--- src/rtl/worker_responder.sv ---
// Worker on a shared server bus: FIFO-backed write port and a fixed-latency read
// responder that returns (FIFO head + ID). Bus outputs are zero whenever idle.
module worker_responder #(
  parameter int ID    = 1,
  parameter int DEPTH = 4,
  parameter int LAT   = 4
) (
  input  logic                    clk,
  input  logic                    rst,
  input  logic [2:0]              id,
  input  logic                    read,
  output logic                    rready,
  output logic [31:0]             rdata,
  input  logic                    write,
  output logic                    wready,
  input  logic [31:0]             wdata,
  output logic [$clog2(DEPTH):0]  level
);

  localparam int AW = $clog2(DEPTH);
  localparam int LW = AW + 1;
  localparam int CW = (LAT > 1) ? $clog2(LAT) : 1;

  typedef enum logic [1:0] {
    IDLE  = 2'd0,
    BUSY  = 2'd1,
    RESP  = 2'd2,
    DRAIN = 2'd3
  } state_t;

  state_t          state_r;
  state_t          state_s;
  logic [CW-1:0]   cnt_r;
  logic [CW-1:0]   cnt_s;
  logic [AW-1:0]   wr_ptr_r;
  logic [AW-1:0]   rd_ptr_r;
  logic [LW-1:0]   level_r;
  logic [31:0]     mem_r [DEPTH];

  logic            sel_s;
  logic            accept_s;
  logic            empty_s;
  logic            full_s;
  logic            push_s;
  logic            pop_s;
  logic            wready_s;
  logic            rready_s;
  logic [31:0]     rdata_s;

  // Pointers wrap naturally because DEPTH is a power of two.
  function automatic logic [AW-1:0] ptr_inc(input logic [AW-1:0] ptr);
    return ptr + AW'(1);
  endfunction

  assign sel_s    = (id == 3'(ID));
  assign accept_s = (state_r == IDLE) && read && sel_s;
  assign empty_s  = (level_r == LW'(0));
  assign full_s   = (level_r >= LW'(DEPTH));
  assign wready_s = sel_s && (state_r == IDLE) && !(read && sel_s) && !full_s;
  assign push_s   = write && wready_s;
  assign pop_s    = (state_r == RESP) && !empty_s;

  assign wready = wready_s;
  assign rready = rready_s;
  assign rdata  = rdata_s;
  assign level  = level_r;

  // Read-response drive: only RESP puts anything on the shared bus.
  always_comb begin
    rready_s = 1'b0;
    rdata_s  = 32'h0000_0000;
    if (state_r == RESP) begin
      rready_s = 1'b1;
      if (empty_s) begin
        rdata_s = 32'hFFFF_FFFF;
      end else begin
        rdata_s = mem_r[rd_ptr_r] + 32'(ID);
      end
    end else begin
      rready_s = 1'b0;
      rdata_s  = 32'h0000_0000;
    end
  end

  // Next-state and latency counter logic.
  always_comb begin
    state_s = state_r;
    cnt_s   = cnt_r;
    case (state_r)
      IDLE: begin
        if (accept_s) begin
          state_s = BUSY;
          cnt_s   = CW'(LAT - 1);
        end else begin
          state_s = IDLE;
        end
      end
      BUSY: begin
        if (cnt_r == CW'(0)) begin
          state_s = RESP;
        end else begin
          cnt_s = cnt_r - CW'(1);
        end
      end
      RESP: begin
        state_s = DRAIN;
      end
      DRAIN: begin
        // Wait for the server to drop the held read so it is not re-accepted.
        if (!read || !sel_s) begin
          state_s = IDLE;
        end else begin
          state_s = DRAIN;
        end
      end
      default: begin
        state_s = IDLE;
        cnt_s   = CW'(0);
      end
    endcase
  end

  // FSM, counter, FIFO pointers and occupancy.
  always_ff @(posedge clk) begin
    if (rst) begin
      state_r  <= IDLE;
      cnt_r    <= CW'(0);
      wr_ptr_r <= AW'(0);
      rd_ptr_r <= AW'(0);
      level_r  <= LW'(0);
    end else begin
      state_r <= state_s;
      cnt_r   <= cnt_s;
      if (push_s) begin
        wr_ptr_r <= ptr_inc(wr_ptr_r);
      end
      if (pop_s) begin
        rd_ptr_r <= ptr_inc(rd_ptr_r);
      end
      case ({push_s, pop_s})
        2'b10:   level_r <= level_r + LW'(1);
        2'b01:   level_r <= level_r - LW'(1);
        default: level_r <= level_r;
      endcase
    end
  end

  // FIFO storage; contents are unobservable after reset so they are not cleared.
  always_ff @(posedge clk) begin
    if (push_s && !rst) begin
      mem_r[wr_ptr_r] <= wdata;
    end
  end

endmodule

--- config.mk ---
export PLATFORM = sky130hd
export DESIGN_NAME = worker_responder
export DESIGN_NICKNAME = d
export VERILOG_FILES = /design/src/rtl/worker_responder.sv
export SDC_FILE = /design/constraint.sdc
export NUM_CORES = 1
export LEC_CHECK = 0
export BUFFER_PORTS_ARGS = -buffer_cell sky130_fd_sc_hd__buf_2
export CAP_MARGIN = 15
export CORE_AREA = 5 5 153 155
export CTS_CLUSTER_SIZE = 30
export DETAILED_ROUTE_END_ITERATION = 8
export DIE_AREA = 0 0 158 160
export GPL_TIMING_DRIVEN = 0
export PLACE_DENSITY = 0.55
export SETUP_SLACK_MARGIN = 0.4
export SLEW_MARGIN = 0
export SYNTH_ARGS = -nofsm -noshare
export SYNTH_HDL_FRONTEND = slang
export SYNTH_SLANG_ARGS = --single-unit
--- constraint.sdc ---
create_clock -name clk -period 2.85 [get_ports clk]
set_clock_uncertainty 0.05 [all_clocks]
set_input_delay 0 -clock clk [delete_from_list [all_inputs] [get_ports clk]]
set_output_delay 0 -clock clk [all_outputs]
set_load 0.1 [all_outputs]
# After elaboration in Yosys (flattened, before gate mapping)

Memories as Yosys holds them, arrays and structs flattened. A register that Yosys moved wholly into a read port is not among the register bits.
Index checks and enable logic that the tools add are counted.

Bits in registers: 11
Bits in writable memories: 128
Input port bits: 39
Output and inout port bits: 37
Memories: 1

Memories:

| name  | words | bits a word | rd ports | clocked after Yosys merged registers in | wr ports | RTL line | source |
|---|---|---|---|---|---|---|---|
| mem_r | 4     | 32          | 1        | 1                                       | 1        | 38       | `logic [31:0] mem_r [DEPTH];` |

Add/sub/neg operators: 6
$lt $le $gt $ge: 1
Equality and inequality tests: 9
Mux-type cells: 15
Reductions and logical operators: 22

Operator list:

| operator                | number |
|---|---|
| $mux W32                | 2 |
| $add A32 B1 Y32 const B | 1 |
| $mux W2                 | 6 |
| $logic_and A1 B1 Y1     | 9 |
| $pmux W2 S4             | 1 |
| $eq A2 B2 Y1 const B    | 3 |
| $logic_not A1 Y1        | 6 |
| $ne A2 B2 Y1 const B    | 3 |
| $pmux W3 S2             | 1 |
| $add A2 B1 Y2 const B   | 2 |
| $eq A2 B1 Y1 const B    | 2 |
| $logic_not A2 Y1        | 2 |
| $mux W1                 | 4 |
| $pmux W2 S2             | 1 |
| $reduce_bool A2 Y1      | 2 |
| $add A3 B1 Y3 const B   | 1 |
| $eq A3 B1 Y1 const B    | 1 |
| $ge A3 B3 Y1 const B    | 1 |
| $logic_not A3 Y1        | 1 |
| $reduce_and A3 Y1       | 1 |
| $sub A3 B1 Y3 const B   | 1 |
| $sub A2 B1 Y2 const B   | 1 |
| $logic_or A1 B1 Y1      | 1 |

# Longest topological paths before layout

Depth after elaboration: 9
Depth in mapped cells: 10
Mapped depth without buffers: 9

# Least setup slack after synthesis

OpenSTA, ideal clock, no wires.

Kind: flip-flop to output port
Start point: reg with a tool-made name
End point: out rdata[26]
Data arrival time: 4,290 ps
Slack: -1,490 ps
Cell stages (with the launch flop): 10
Buffers on the path: 3
Cell sequence: dfxtp_1 buf_6 buf_12 mux4_1 ha_1 nand4_2 nor4_4 buf_6 a211oi_2 a311oi_1

RTL lines:

| item      | RTL line | source |
|---|---|---|
| to (decl) | 13       | `output logic [31:0] rdata,` |

==> metrics.md <==
| Metric | Value |
|---|---|
| Status | finished, violations left |
| Failing checks | setup timing |
| Worst setup EP type | primary output |
| GRT Total Usage | 13.1% |
| Post-Syn Instances | approximately 400 |
| Final setup violation count | 18 |
| Final #Nets | 618 |
| Final Hold Vio Count | 0 |
| DR WL/cell | 19.9 um |
| Initial Util | 29.8% |
| CTS sink cnt | 141 |
| Layout Area Growth over Synthesis | 47.8% |
| RSZ-0062 raised after global routing | yes |
| Total number of vias | 4241 |
| Detailed placer's ending HPWL | around 11 mm |
| Count of final max-slew check failures | 0 |
| DP Area | 0.00755 sq mm |
| Crit Path Max Fanout | 8 |
| Final period util | 104% |
| Worst slack, placed | -227 ps |
| Final worst hold slack | 138 ps |
| Site Rows | 54 |
| Power Total | 5490 uW |
| CTS tree | built |
| Initial antenna violation count | 0 |
| Peak supply drop | 0.451 mV |
| Core area | 0.0217 sq mm |
| Die Y | roughly 160 um |
| Root Buffer | clkbuf_16 |
| Initial DRC count | 256 |
| Share of layout cells above drive strength 1 | 48.8% |
| DRC viols | 0 |
| Die area | 0.0253 sq mm |
| Tmin final | 2970 ps |
| Synth area leader | edfxtp_1 |
| CP startpoint kind | flop |
| Post-synth EDFFs | 128 |
| Fin worst setup slack | -119 ps |
| Io pins | 76 |
| Synth top area share | around three fifths |
| H-tree levels | 4 |
| Required time of the critical path | 2800 ps |
| Skew-Pair Late Insertion Delay | 420 ps |
| Primary FF master, synth | edfxtp_1 |
| Grt total ovfl | 0 |
| Register area share after synthesis | 63.4% |
| CP Class | reg2out |
| Number of port buffers | 75 |
| Slew HR | roughly three fifths |
| # diodes | 0 |
| Yosys warning count | 0 |
| First-pass GRT wire length | ~25 mm |
| Total wire length | 17.2 mm |
| HP Class | in2reg |
| Largest cells by area after synthesis | edfxtp_1, mux4_2, mux4_1 |
| Post-Syn Area | 0.00647 sq mm |
| Max Clk Rate | 337 MHz |
| Vias per cell | 4.91 |
| Asr flop ratio synth | 0% |
| Post-route ant nets | 0 |
| Design area | 0.00957 sq mm |
| Max-cap viol count | 0 |
| TritonCTS buffer count | 17 |
| Syn nets | 445 |
| Drt first pass iters | 4 |
| Yosys reg bits | between 100 and 150 |
| Worst slew pin tran | 617 ps |
| Crit path DAT | 2920 ps |
| Avg Synthesized Cell Area | approximately 16 sq um |
| P per Cell Area | 574 mW/mm^2 |
| Longest Clk Path Bufs | 2 |
| Clock transition at path regs | 60 ps |
| Die width | roughly 160 um |
| Count of cell types in the netlist | 56 |
| Vias in the first global route | 4463 |
| Pin count of the biggest net entering global routing | 33 |
| GPL Wtd Cong | 0.788 |
| Pleak | 0.00322 uW |
-- critical path, stage by stage (launching register included) --
cell	delay (ps)
dfxtp_2	330
buf_12	150
buf_12	130
buf_12	140
mux4_2	400
nand4_1	160
or4_4	530
a21o_1	200
a211oi_4	240
buf_12	210
-- power breakdown --
part | leakage [uW] | internal (uW) | total, uW | switching (uW)
sequential | 0.00126 | 2270 | 2270 | 5.22
combinational | 0.00169 | 400 | 1170 | 767
clock | 0.000267 | 1200 | 2050 | 853
total | 0.00322 | 3870 | 5490 | 1630
-- kinds of logic (layout without fill, tap and decap cells) --
family / after synthesis / in the layout / share of synthesized area [%]
flip-flops: 141 / 141 / 63.4
AND/OR/NAND/NOR: 111 / 115 / 10.8
AO/OA/AOI/OAI: 62 / 62 / 6.59
multiplexers: 32 / 32 / 11.8
buffers and inverters: 29 / 211 / 3.71
XOR/XNOR: 15 / 15 / 2.03
adder cells (fa/ha/maj): 8 / 8 / 1.66
-- path summary, 6_finish.rpt --
| path | start | to | slack (ps) | cells past startpoint |
|---|---|---|---|---|
| max | flop | rdata[29] | -120 | 9 |
| min | id[0] | wr_ptr_r[0] | 140 | 5 |
| max reg2reg | state_r[1] | level[2] | 390 | 9 |
| min reg2reg | cnt_r[1] | cnt_r[1] | 460 | 2 |
-- cells in the final DEF, fill, tap and decap left out, types with 6 or more instances in the layout --
cell / count
dlygate4sd3_1: 38
buf_6: 14
inv_1: 9
mux4_2: 28
a21oi_4: 11
buf_4: 29
dfxtp_1: 8
nand2_1: 16
edfxtp_1: 128
a31oi_4: 6
buf_2: 45
clkbuf_16: 19
nand3_1: 6
buf_12: 31
clkbuf_1: 6
nor2_1: 19
and2_4: 8
ha_1: 6
-- registers in the layout, summed over array words and instances, names as in the netlist, named ones only --
signal    cells
mem_r       128
level         3
cnt_r         2
rd_ptr_r      2
state_r       2
wr_ptr_r      2
-- Yosys cell counts, types with 3 or more instances --
library cell / count
clkbuf_1: 6
inv_1: 9
xor2_1: 7
nor2_1: 24
nand2_1: 17
edfxtp_1: 128
nand3_1: 8
and4_1: 6
clkbuf_8: 5
dfxtp_1: 13
a211oi_1: 8
o211a_1: 4
or3_1: 4
a21o_1: 5
mux4_1: 11
and2_1: 9
buf_6: 4
xnor2_1: 8
ha_1: 7
nor3_1: 8
buf_12: 3
mux4_2: 21
o31ai_1: 4
a311o_1: 3
or4_1: 4
a31oi_1: 9
o21ai_0: 5
nand4_1: 5
nor4_1: 5
a21oi_1: 18
-- metal layers --
layer  share of wire, %  vias up  global-route usage (%)
met5                  0        -                       0
met4                2.5        0                    6.17
met3                3.8       30                    2.73
met2                 52      102                    21.5
met1                 41     2138                    16.5
li1                   -     1971                       -
-- stage by stage --
step / util, % / setup TNS (ps) / std cells
floorplan: - / 0 / 398
global placement: 34.8 / -583 / 753
detailed placement: 34.8 / -959 / 753
CTS: 42.3 / -1210 / 843
global route: 44.1 / -2680 / 864
finish: 44.1 / -988 / 864
-- layout make-up --
type,count,area [sq um]
well taps,280,350
fillers,1861,12100
clock inverters,13,118
repair buffers,150,1530
clock buffers,19,433
flip-flops and latches,141,4110
multi-input cells,232,2770
inverters,9,33.8
plain buffers,20,223
-- repair_timing --
item	4_1_cts	5_1_grt
endpoints found under the setup margin	33	161
setup buffers	19	15
pin swaps	8	25
cloned	1	6
resized for setup	137	42
hold endpoints to repair	132	0
hold buffers	38	0
No activity file was read; power rests on OpenSTA's default activity.
